File: config.mk
export PLATFORM = sky130hd
export DESIGN_NAME = fetch_unit
export DESIGN_NICKNAME = d
export VERILOG_FILES = /design/src/rtl/cpu_types_pkg.sv /design/src/rtl/fetch_skid_buf.sv /design/src/rtl/fetch_unit.sv
export SDC_FILE = /design/constraint.sdc
export NUM_CORES = 1
export LEC_CHECK = 0
export CAP_MARGIN = 20
export CORE_MARGIN = 1.5
export CORE_UTILIZATION = 31
export DETAILED_ROUTE_END_ITERATION = 8
export HOLD_SLACK_MARGIN = 0.05
export PLACE_DENSITY = 0.68
export SKIP_CTS_REPAIR_TIMING = 1
export SLEW_MARGIN = 20
export SYNTH_ARGS = -nofsm -noshare
export SYNTH_HDL_FRONTEND = slang
export SYNTH_HIERARCHICAL = 1
export SYNTH_SLANG_ARGS = --single-unit
File: constraint.sdc
create_clock -name CLK -period 11.55 [get_ports CLK]
set_input_delay 2.31 -clock CLK [delete_from_list [all_inputs] [get_ports CLK]]
set_output_delay 2.31 -clock CLK [all_outputs]
set_load 0.03 [all_outputs]
File: src/rtl/cpu_types_pkg.sv
// Package: cpu_types_pkg
// Shared CPU types: machine word, fetch FSM state encoding and the default
// sequential fetch stride.
package cpu_types_pkg;

    typedef logic [31:0] word_t;

    typedef enum logic [1:0] {
        FETCH  = 2'd0,
        DRAIN  = 2'd1,
        HALTED = 2'd2
    } fetch_state_t;

    localparam int unsigned PC_STEP_DEFAULT = 4;

endpackage

File: src/rtl/fetch_skid_buf.sv
// Module: fetch_skid_buf
// One-entry holding register for a fetched instruction and its npc, used when
// an icache hit lands while the IF/ID latch is stalled. Compiled only when
// FETCH_SKID_EN is defined.
`ifdef FETCH_SKID_EN
module fetch_skid_buf
    import cpu_types_pkg::*;
(
    input  logic  CLK,
    input  logic  RST,
    input  logic  i_load,
    input  logic  i_clear,
    input  word_t i_instr,
    input  word_t i_npc,
    output logic  o_valid,
    output word_t o_instr,
    output word_t o_npc
);

    logic  r_valid;
    word_t r_instr;
    word_t r_npc;

    // occupancy flag: clear wins over load so a redirect/halt never keeps a stale entry
    always_ff @(posedge CLK) begin
        if (RST || i_clear) begin
            r_valid <= 1'b0;
        end else if (i_load) begin
            r_valid <= 1'b1;
        end
    end

    // payload capture; contents are meaningless while r_valid is low
    always_ff @(posedge CLK) begin
        if (i_load) begin
            r_instr <= i_instr;
            r_npc   <= i_npc;
        end
    end

    assign o_valid = r_valid;
    assign o_instr = r_instr;
    assign o_npc   = r_npc;

endmodule
`endif

File: src/rtl/fetch_unit.sv
// Module: fetch_unit
// Instruction-fetch stage: owns the PC, drives the icache port and the writer
// side of the IF/ID latch. Handles stalls, redirects, halt and icache misses.
// Optional build macro FETCH_SKID_EN adds a one-entry skid buffer so a hit
// that arrives during a stall is kept instead of re-read from the icache.
module fetch_unit
    import cpu_types_pkg::*;
#(
    parameter word_t       PC_RESET = 32'h0000_0000,
    parameter int unsigned PC_STEP  = PC_STEP_DEFAULT
) (
    input  logic  CLK,
    input  logic  RST,
    input  logic  ihit,
    input  word_t iload,
    output logic  imemREN,
    output word_t imemaddr,
    input  logic  stall_i,
    input  logic  redirect_i,
    input  word_t redirect_pc_i,
    input  logic  halt_i,
    output word_t instr_o,
    output word_t npc_o,
    output logic  valid_o,
    output logic  flush_o
);

    fetch_state_t r_state;
    fetch_state_t w_state_nxt;
    word_t        r_pc;
    word_t        w_pc_nxt;
    word_t        r_target;
    word_t        w_target_nxt;
    word_t        w_pc_inc;
    logic         w_skid_full;

    assign w_pc_inc = r_pc + word_t'(PC_STEP);

`ifdef FETCH_SKID_EN
    logic  w_skid_load;
    logic  w_skid_clear;
    word_t w_skid_instr;
    word_t w_skid_npc;

    fetch_skid_buf u_skid (
        .CLK     (CLK),
        .RST     (RST),
        .i_load  (w_skid_load),
        .i_clear (w_skid_clear),
        .i_instr (iload),
        .i_npc   (w_pc_inc),
        .o_valid (w_skid_full),
        .o_instr (w_skid_instr),
        .o_npc   (w_skid_npc)
    );
`else
    assign w_skid_full = 1'b0;
`endif

    // state and PC registers; reset abandons any outstanding miss
    always_ff @(posedge CLK) begin
        if (RST) begin
            r_state <= FETCH;
            r_pc    <= PC_RESET;
        end else begin
            r_state <= w_state_nxt;
            r_pc    <= w_pc_nxt;
        end
    end

    // redirect target parked while a miss drains
    always_ff @(posedge CLK) begin
        r_target <= w_target_nxt;
    end

    // next-state, next-PC and redirect-target selection
    always_comb begin
        w_state_nxt  = r_state;
        w_pc_nxt     = r_pc;
        w_target_nxt = r_target;
`ifdef FETCH_SKID_EN
        w_skid_load  = 1'b0;
        w_skid_clear = w_skid_full && !stall_i;
`endif
        unique case (r_state)
            FETCH: begin
                if (halt_i) begin
                    w_state_nxt = HALTED;
`ifdef FETCH_SKID_EN
                    w_skid_clear = 1'b1;
`endif
                end else if (redirect_i) begin
`ifdef FETCH_SKID_EN
                    w_skid_clear = 1'b1;
`endif
                    if (ihit) begin
                        w_pc_nxt = redirect_pc_i;
                    end else begin
                        w_target_nxt = redirect_pc_i;
                        w_state_nxt  = DRAIN;
                    end
                end else if (w_skid_full) begin
                    // icache idle while the buffered instruction waits to be taken
                    w_pc_nxt = r_pc;
                end else if (stall_i) begin
`ifdef FETCH_SKID_EN
                    if (ihit) begin
                        w_skid_load = 1'b1;
                        w_pc_nxt    = w_pc_inc;
                    end
`endif
                end else if (ihit) begin
                    w_pc_nxt = w_pc_inc;
                end
            end
            DRAIN: begin
                if (halt_i) begin
                    w_state_nxt = HALTED;
                end else if (redirect_i) begin
                    if (ihit) begin
                        w_pc_nxt    = redirect_pc_i;
                        w_state_nxt = FETCH;
                    end else begin
                        w_target_nxt = redirect_pc_i;
                    end
                end else if (ihit) begin
                    w_pc_nxt    = r_target;
                    w_state_nxt = FETCH;
                end
            end
            HALTED: begin
                w_state_nxt = HALTED;
            end
            default: begin
                w_state_nxt = FETCH;
            end
        endcase
    end

    // icache port and IF/ID latch outputs
    always_comb begin
        imemREN  = 1'b0;
        imemaddr = r_pc;
        instr_o  = iload;
        npc_o    = w_pc_inc;
        valid_o  = 1'b0;
        flush_o  = 1'b0;
        if (RST) begin
            instr_o = '0;
            npc_o   = '0;
        end else begin
            unique case (r_state)
                FETCH: begin
                    imemREN = !w_skid_full;
                    flush_o = redirect_i;
`ifdef FETCH_SKID_EN
                    if (w_skid_full) begin
                        instr_o = w_skid_instr;
                        npc_o   = w_skid_npc;
                        valid_o = !stall_i && !halt_i && !redirect_i;
                    end else begin
                        valid_o = ihit && !stall_i && !halt_i && !redirect_i;
                    end
`else
                    valid_o = ihit && !stall_i && !halt_i && !redirect_i;
`endif
                end
                DRAIN: begin
                    imemREN = 1'b1;
                    flush_o = redirect_i;
                end
                default: begin
                    imemREN = 1'b0;
                end
            endcase
        end
    end

endmodule
==> results_dict.tcl, run 1 <==
set metrics [dict create \
    cp-start-kind "input pin" \
    wl_um 14320 \
    synth_async_sr_flop_share_pct 0 \
    dieWidth_um 121.3 \
    final-setup-viol-count 0 \
    clockPowerShare_pct 37.4 \
    crit_start "RST" \
    min_period_ns 6.870 \
    p_int_uw 505.2 \
    max_cap_viol_count 0 \
    core_mm2 0.01377 \
    hold_violations 0 \
    ys.flop_type "dfxtp_1" \
    grt_max_degree 56 \
    multi_input_area_mm2 0.002487 \
    leakagePower_uw 0.002161 \
    combPwrFrac_pct 24.3 \
    slew_headroom_pct 35.02 \
    yosys-top-cells-count "77 x nor2_1, 37 x nor2b_1, 34 x dfxtp_1" \
    drt_iter0_markers 363 \
    drv_slew 0 \
    yosys.area.top_type_share_pct 22.16 \
    diodes 0 \
    drc 0 \
    die_h_um 121.3 \
    cts.path.max_buffers 2 \
    dp_slack_ns 4.654 \
    port_buffers 168 \
    seqCellArea_mm2 0.001642 \
    end_kind "output pin" \
    nets 712 \
    ys_types 59 \
    power.density_mw_per_mm2 112.8 \
    grt_pass1_wl_um 22550 \
    rsz0062_at_grt "no" \
    layout_worst_path_cycle_share_pct 59.48 \
    num_vias 4391 \
    critical_path_class "input pin to output pin" \
    synth_fp_nets 575 \
    fillers 1320 \
    synth_seq_area_share_pct 37.86 \
    synth.most_common_cell "nor2_1" \
    start_util_pct 31.48 \
    dp_hpwl_um 9895 \
    r2r-start "imemaddr[2]$_SDFFE_PP0P_" \
    place.gp.congestion 0.8014 \
    worstPathArrival_ns 4.56 \
    grt_pass1_vias 4351 \
    p_switching_uw 214.2 \
    overflow 0 \
    tns_ns 0 \
    synth_top_area_cell "edfxtp_1" \
    clkSinkCount 66 \
    routedWlPerCell_um 17.34 \
    cts_buffers 9 \
    synthesis.area_mm2 0.004335 \
    synthTopCellsByArea "edfxtp_1 22%, dfxtp_1 16%, nor2_1 6.7%, nor2b_1 5.3%, mux2_2 3.6%" \
    pwr-share-seq_pct 38.3 \
    drtAntennaViolNets 0 \
    fmax_mhz 145.6 \
    avgSynthCellArea_um2 8.602 \
    vias_per_cell 5.316 \
    drive_gt1_share_pct 7.276 \
    die_area_mm2 0.01470 \
    irDropWorstVdd_mv 0.05828 \
    fin_skew_ns 0.005787 \
    path_clk_slew_ns 0.05 \
    antenna_found_initial 0 \
    cts_tree "done" \
    ys_warn_count 6 \
    min_path_type "flop to flop" \
    finish.utilization_pct 46.30 \
    setup_ws_ns 4.680 \
    clk_latency_ns 0.34 \
    hold_path.startpoint "imemaddr[1]$_SDFFE_PP0P_" \
    status "finished, final reports clean" \
    synth_edf_count 32 \
    drt-pass1-iter-count 5 \
    io_pins 169 \
    sw_frac_of_total_pct 29.77 \
    syn_inst 504 \
    rows 43 \
    cp_max_fo 55 \
    tightestPinTransition_ns 0.9746 \
    synth_seq_cells 66 \
    grtUsageTotal_pct 19.50 \
    crit_required_ns 9.24 \
    area_growth_pct 47.10 \
    cts-root-buf "clkbuf_16" \
    ctsHtreeMaxLevel 3 \
]
==> layer usage <==
layer,part of all wire [%],track usage (%),vias to the layer above
li1,-,-,2113
met5,0,0,-
met3,5.1,4.370,12
met2,50,31.71,148
met4,0.77,4.706,0
met1,45,26.30,2118
==> critical path, stage by stage <==
cell,delay [ns]
buf_2,0.63
buf_4,0.60
nor2_1,0.14
nand3_1,0.18
inv_1,0.06
clkdlybuf4s50_1,0.60
==> worst paths after layout <==
| kind | end | slack (ns) | cells after the start |
|---|---|---|---|
| worst max register to register | imemaddr[26]$_SDFFE_PP0P_ | 8.64 | 6 |
| worst min register to register | imemaddr[1]$_SDFFE_PP0P_ | 0.55 | 2 |
| worst min-delay path | imemaddr[1]$_SDFFE_PP0P_ | 0.55 | 2 |
| worst max-delay path | valid_o | 4.68 | 6 |
==> placed cells by master (no fill, tap or decap), types with 6 or more instances in the layout <==
cell and instances:
o21ai_0 24, o22ai_1 9, nand3_1 21, nor3_1 8
xnor2_1 12, dfxtp_1 34, a221o_1 8, clkdlybuf4s50_1 165
a221oi_1 6, o211ai_1 8, xor2_1 16, inv_1 7
edfxtp_1 32, nand4_1 11, a211oi_1 7, nor2b_1 37
mux2_2 14, mux2i_1 10, nand2_1 23, a21oi_1 23
clkbuf_16 9, nor2_1 77
==> registers in the layout, summed over array words and instances (netlist names) <==
register	flops
imemaddr	32
r_state	2
r_target	32
==> cell families after synthesis <==
logic type,count (synthesis),synth area share [%]
buffers and inverters,54,5.224
muxes,24,5.945
DFF,66,37.86
adders and majority gates,1,0.2886
xor gates and xnor gates,28,5.656
AOI/OAI and AO/OA,116,18.56
and+or+nand+nor,215,26.46
==> power by group through the flow <==
| stage | Combinational [µW] | Sequential (µW) | Clock (µW) |
|---|---|---|---|
| global route | 187 | 278 | 284 |
| floorplan | 86.7 | 289 | 0 |
| global placement | 171 | 280 | 0 |
| detailed placement | 174 | 280 | 0 |
| finish | 174 | 276 | 269 |
| CTS | 175 | 275 | 272 |
==> per-stage QoR <==
stage                     total power, µW  cells  area (µm²)  hold WS [ns]
after floorplan                     375.4    504        4335        0.5116
after global placement              451.1    810        6077        0.5306
after detailed placement            453.7    810        6077        0.5315
after CTS                           722.6    826        6370        0.5431
after global routing                749.6    826        6377        0.6063
final                               719.4    826        6377        0.5503
==> layout make-up <==
cell class | instances | share of cell area (%)
Inverter | 7 | 0.4120
Tap cell | 180 | 3.531
Multi-Input combinational cell | 384 | 39.00
Timing Repair Buffer | 173 | 26.72
Clock inverter | 2 | 0.1373
Sequential cell | 66 | 25.74
Clock buffer | 14 | 4.454
(Power assumes the default switching activity.)
==> run 2, diff against run 1 <==
==> constraint.sdc (replaced) <==
create_clock -name CLK -period 7.2 [get_ports CLK]
set_input_delay 1.44 -clock CLK [delete_from_list [all_inputs] [get_ports CLK]]
set_output_delay 1.44 -clock CLK [all_outputs]
set_load 0.03 [all_outputs]
==> run 2 against run 1 <==
Critical path depth is the same. First-iteration DRC count is 12% lower. Largest power group is now the clock network. Highest routed layer unchanged. Critical path type unchanged. Global-route usage decreased by 0.065 points. Total power increased by 71%.
==> results_dict.tcl, run 2 (synthesis results as in run 1) <==
set metrics [dict create \
    slew_headroom_pct 29.04 \
    fin_skew_ns 0.007716 \
    place.gp.congestion 0.8237 \
    max_cap_viol_count 0 \
    cts.path.max_buffers 2 \
    rows 43 \
    drt-pass1-iter-count 5 \
    status "finished, final reports clean" \
    antenna_found_initial 0 \
    leakagePower_uw 0.002191 \
    die_h_um 121.3 \
    min_path_type "flop to flop" \
    p_int_uw 876.4 \
    io_pins 169 \
    layout_worst_path_cycle_share_pct 71.40 \
    hold_violations 0 \
    grt_pass1_wl_um 22740 \
    tns_ns 0 \
    routedWlPerCell_um 17.56 \
    clkSinkCount 66 \
    grt_pass1_vias 4347 \
    rsz0062_at_grt "no" \
    drtAntennaViolNets 0 \
    drv_slew 0 \
    max_stage_delay_ns 0.68 \
    overflow 0 \
    layout_commonest_cell "clkdlybuf4s50_1" \
    cts_tree "done" \
    power_uw 1229 \
    vias_per_cell 5.323 \
    p_switching_uw 352.1 \
    final_cell_mix "165 x clkdlybuf4s50_1, 77 x nor2_1, 37 x nor2b_1" \
    path_clk_slew_ns 0.06 \
    dp_slack_ns 2.070 \
    num_vias 4402 \
    clk_latency_ns 0.33 \
    finalInstanceArea_mm2 0.006439 \
    crit_chain "buf_2, inv_1, nor3_1, nand3_1, inv_1, clkdlybuf4s50_1" \
    cts_buffers 9 \
    grtUsageTotal_pct 19.43 \
    area_growth_pct 48.51 \
    grt_max_degree 63 \
    drive_gt1_share_pct 7.728 \
    cts-root-buf "clkbuf_16" \
    finish.utilization_pct 46.75 \
    drt_iter0_markers 321 \
    clockPowerShare_pct 41.2 \
    cp_max_fo 38 \
    irDropWorstVdd_mv 0.1152 \
    cp-start-kind "input pin" \
    dieWidth_um 121.3 \
    crit_required_ns 5.76 \
    setup_ws_ns 2.059 \
    post_dp_cell_area_mm2 0.006091 \
    worstPathArrival_ns 3.70 \
    die_area_mm2 0.01470 \
    cpMostUsedCell "inv_1" \
    end_kind "output pin" \
    wl_um 14530 \
    pwr-share-seq_pct 36.0 \
    diodes 0 \
    dp_hpwl_um 9965 \
    sw_frac_of_total_pct 28.66 \
    port_buffers 168 \
    drc 0 \
    ctsHtreeMaxLevel 3 \
    fmax_mhz 194.5 \
    cp_slowest_cell "buf_2" \
    power.density_mw_per_mm2 190.8 \
    start_util_pct 31.48 \
    combPwrFrac_pct 22.8 \
    critical_path_class "input pin to output pin" \
    min_period_ns 5.141 \
    core_mm2 0.01377 \
    tightestPinTransition_ns 1.064 \
    nets 713 \
    final-setup-viol-count 0 \
]
run 2: cell types whose count changed in the layout (fill, tap and decap cells not counted):
| cell | change |
|---|---|
| clkinv_4 | +1 |
| clkinv_1 | -1 |
| clkbuf_8 | -3 |
| bufinv_16 | +2 |
| inv_6 | +1 |
| clkbuf_1 | -1 |
| buf_4 | +1 |
| clkbuf_16 | +1 |
run 2: area by class of cell:
| cell class | instances | area [µm²] |
|---|---|---|
| Clock inverter | 5 | 82.58 |
| Timing Repair Buffer | 174 | 1712 |
| Inverter | 7 | 26.28 |
| Clock buffer | 11 | 264.0 |
| Sequential cell | 66 | 1642 |
| Multi-Input combinational cell | 384 | 2487 |
| Tap cell | 180 | 225.2 |
| Fill cell | 1367 | 7335 |
run 2: worst max-delay path: cells and delay by family:
kind	cells	cell delay, ns
simple gates	2	0.47
buf+inv	4	1.76
run 2: worst paths after layout:
kind                            slack, ns                      from                        end  depth (start not counted)
worst max-delay path                 2.06                      ihit                    valid_o                          6
worst min-delay path                 0.54  imemaddr[0]$_SDFFE_PP0P_   imemaddr[0]$_SDFFE_PP0P_                          2
worst max register to register       4.32  imemaddr[2]$_SDFFE_PP0P_  imemaddr[26]$_SDFFE_PP0P_                          6
worst min register to register       0.54  imemaddr[0]$_SDFFE_PP0P_   imemaddr[0]$_SDFFE_PP0P_                          2
run 2: power by group through the flow:
stage,clock [µW],combinational (µW),sequential (µW)
detailed placement,0,279,449
finish,507,280,442
global route,528,299,446
global placement,0,274,448
floorplan,0,139,463
CTS,512,281,442
run 2: metrics by stage:
stage          hold WS, ns  cells
2_1_floorplan       0.5116    504
3_3_place_gp        0.5367    811
3_5_place_dp        0.5266    811
4_1_cts             0.5442    827
5_1_grt             0.5587    827
6_report            0.5450    827
run 2: metal layers:
metal | part of all wire [%] | track usage, % | vias to the layer above
met4 | 0.62 | 4.265 | 0
met1 | 43 | 26.21 | 2109
met2 | 51 | 32.56 | 162
met3 | 5.4 | 3.383 | 11
li1 | - | - | 2120
met5 | 0 | 0 | -
==> run 3, diff against run 2 <==
--- a/config.mk
+++ b/config.mk
@@ -10,7 +10,7 @@
 export CORE_UTILIZATION = 31
 export DETAILED_ROUTE_END_ITERATION = 8
 export HOLD_SLACK_MARGIN = 0.05
-export PLACE_DENSITY = 0.68
+export PLACE_DENSITY = 0.7
 export SKIP_CTS_REPAIR_TIMING = 1
 export SLEW_MARGIN = 20
 export SYNTH_ARGS = -nofsm -noshare
==> constraint.sdc (replaced) <==
create_clock -name CLK -period 4.1 [get_ports CLK]
set_input_delay 0.82 -clock CLK [delete_from_list [all_inputs] [get_ports CLK]]
set_output_delay 0.82 -clock CLK [all_outputs]
set_load 0.03 [all_outputs]
==> run 3 against run 2 <==
Routed wire length rose by 0.16%. Critical path type is now flop to output pin. Combinational power is 78% higher. Sequential power rose by 75%. Worst setup slack got worse by 1.9 ns. Cell count grew 0.97%. Hold slack got worse by 0.010 ns. Clock skew hardly changed. Die area unchanged.
==> results_dict.tcl, run 3 (synthesis results as in run 1) <==
set metrics [dict create \
    irDropWorstVdd_mv 0.2148 \
    r2r-start "imemaddr[2]$_SDFFE_PP0P_" \
    cp_max_fo 9 \
    cp-start-kind "flop" \
    finalInstanceArea_mm2 0.006426 \
    cts-root-buf "clkbuf_16" \
    die_h_um 121.3 \
    num_vias 4440 \
    power.density_mw_per_mm2 306.8 \
    io_pins 169 \
    r2r_cells 8 \
    drc 0 \
    port_buffers 168 \
    layout_worst_path_cycle_share_pct 95.89 \
    critical_path_class "flop to output pin" \
    drtAntennaViolNets 0 \
    final_cell_mix "165 x clkdlybuf4s50_1, 77 x nor2_1, 37 x nor2b_1" \
    wl_um 14550 \
    finish.utilization_pct 46.66 \
    overflow 0 \
    status "finished, final reports clean" \
    clk_latency_ns 0.33 \
    cts.path.max_buffers 2 \
    area_growth_pct 48.23 \
    worstPathArrival_ns 3.11 \
    fin_skew_ns 0.007369 \
    routedWlPerCell_um 17.42 \
    end_kind "output pin" \
    fin_cells 835 \
    grtUsageTotal_pct 19.39 \
    hold_path.startpoint "imemaddr[0]$_SDFFE_PP0P_" \
    clkSinkCount 66 \
    holdPathStages 2 \
    fmax_mhz 254.4 \
    power_uw 1972 \
    cts_tree "done" \
    grt_max_degree 98 \
    ctsHtreeMaxLevel 3 \
    dieWidth_um 121.3 \
    leakagePower_uw 0.002203 \
    start_util_pct 31.48 \
    grt_pass1_vias 4337 \
    core_mm2 0.01377 \
    drive_gt1_share_pct 8.550 \
    min_period_ns 3.931 \
    place.gp.congestion 0.8801 \
    cts_buffers 9 \
    r2r_setup_slack_ns 1.57 \
    rsz0062_at_grt "no" \
    crit_required_ns 3.28 \
    final-setup-viol-count 0 \
    grt_pass1_wl_um 22400 \
    rows 43 \
    post_dp_cell_area_mm2 0.006148 \
    antenna_found_initial 0 \
    hold_path_end "imemaddr[0]$_SDFFE_PP0P_" \
    drt-pass1-iter-count 4 \
    slew_headroom_pct 26.24 \
    max_cap_viol_count 0 \
    diodes 0 \
    nets 721 \
    dp.cells 817 \
    vias_per_cell 5.317 \
    drv_slew 0 \
    drt_iter0_markers 275 \
    min_path_type "flop to flop" \
    die_area_mm2 0.01470 \
    tightestPinTransition_ns 1.106 \
    dp_hpwl_um 9833 \
    path_clk_slew_ns 0.06 \
    reg2reg_to "imemaddr[24]$_SDFFE_PP0P_" \
    layout_commonest_cell "clkdlybuf4s50_1" \
    hold_violations 0 \
]
[run 3: layout make-up]
cell class / instances / area (µm²)
Fill cell: 1350 / 7347
Timing Repair Buffer: 182 / 1784
Clock buffer: 10 / 229.0
Tap cell: 180 / 225.2
Inverter: 7 / 26.28
Multi-Input combinational cell: 384 / 2486
Clock inverter: 6 / 33.78
Sequential cell: 66 / 1642
[run 3: worst max path at each step]
stage	from	slack (ns)	end
final	imemaddr[2]$_SDFFE_PP0P_	0.17	npc_o[22]
after global routing	imemaddr[2]$_SDFFE_PP0P_	0.03	npc_o[22]
after CTS	imemaddr[2]$_SDFFE_PP0P_	-0.02	npc_o[30]
after detailed placement	imemaddr[2]$_SDFFE_PP0P_	0.36	npc_o[30]
after global placement	imemaddr[2]$_SDFFE_PP0P_	0.43	npc_o[30]
after floorplan	redirect_i	0.69	r_target[0]$_DFFE_PP_
[run 3: power by group]
group	internal, µW	switching [µW]	total, µW	leakage (µW)
Sequential	724	48.5	773	0.000570
Combinational	230	270	499	0.00150
Clock	405	295	699	0.000136
Total	1360	613	1970	0.00220
[run 3: layer usage]
layer  global-route usage (%)  up-vias  part of all wire (%)
li1                         -     2135                     -
met1                    24.82     2117                    43
met2                    32.32      166                    49
met3                    4.276       22                   6.2
met4                    6.544        0                   1.7
met5                        0        -                     0
[run 3: metrics by stage]
step / setup WS, ns / hold slack (ns) / TNS (ns)
floorplan: 0.6934 / 0.5116 / 0
global placement: 0.4331 / 0.5206 / 0
detailed placement: 0.3562 / 0.5283 / 0
CTS: -0.02244 / 0.5420 / -0.03272
global route: 0.02986 / 0.5684 / 0
finish: 0.1685 / 0.5346 / 0
[run 3: worst max-delay path, stage by stage, from the launching register on]
cell             delay, ns
dfxtp_1               0.48
ha_1                  0.28
nand4_1               0.29
nor4_4                0.35
buf_4                 0.21
nand4_1               0.16
xor2_1                0.19
nor2_1                0.12
clkdlybuf4s50_1       0.69
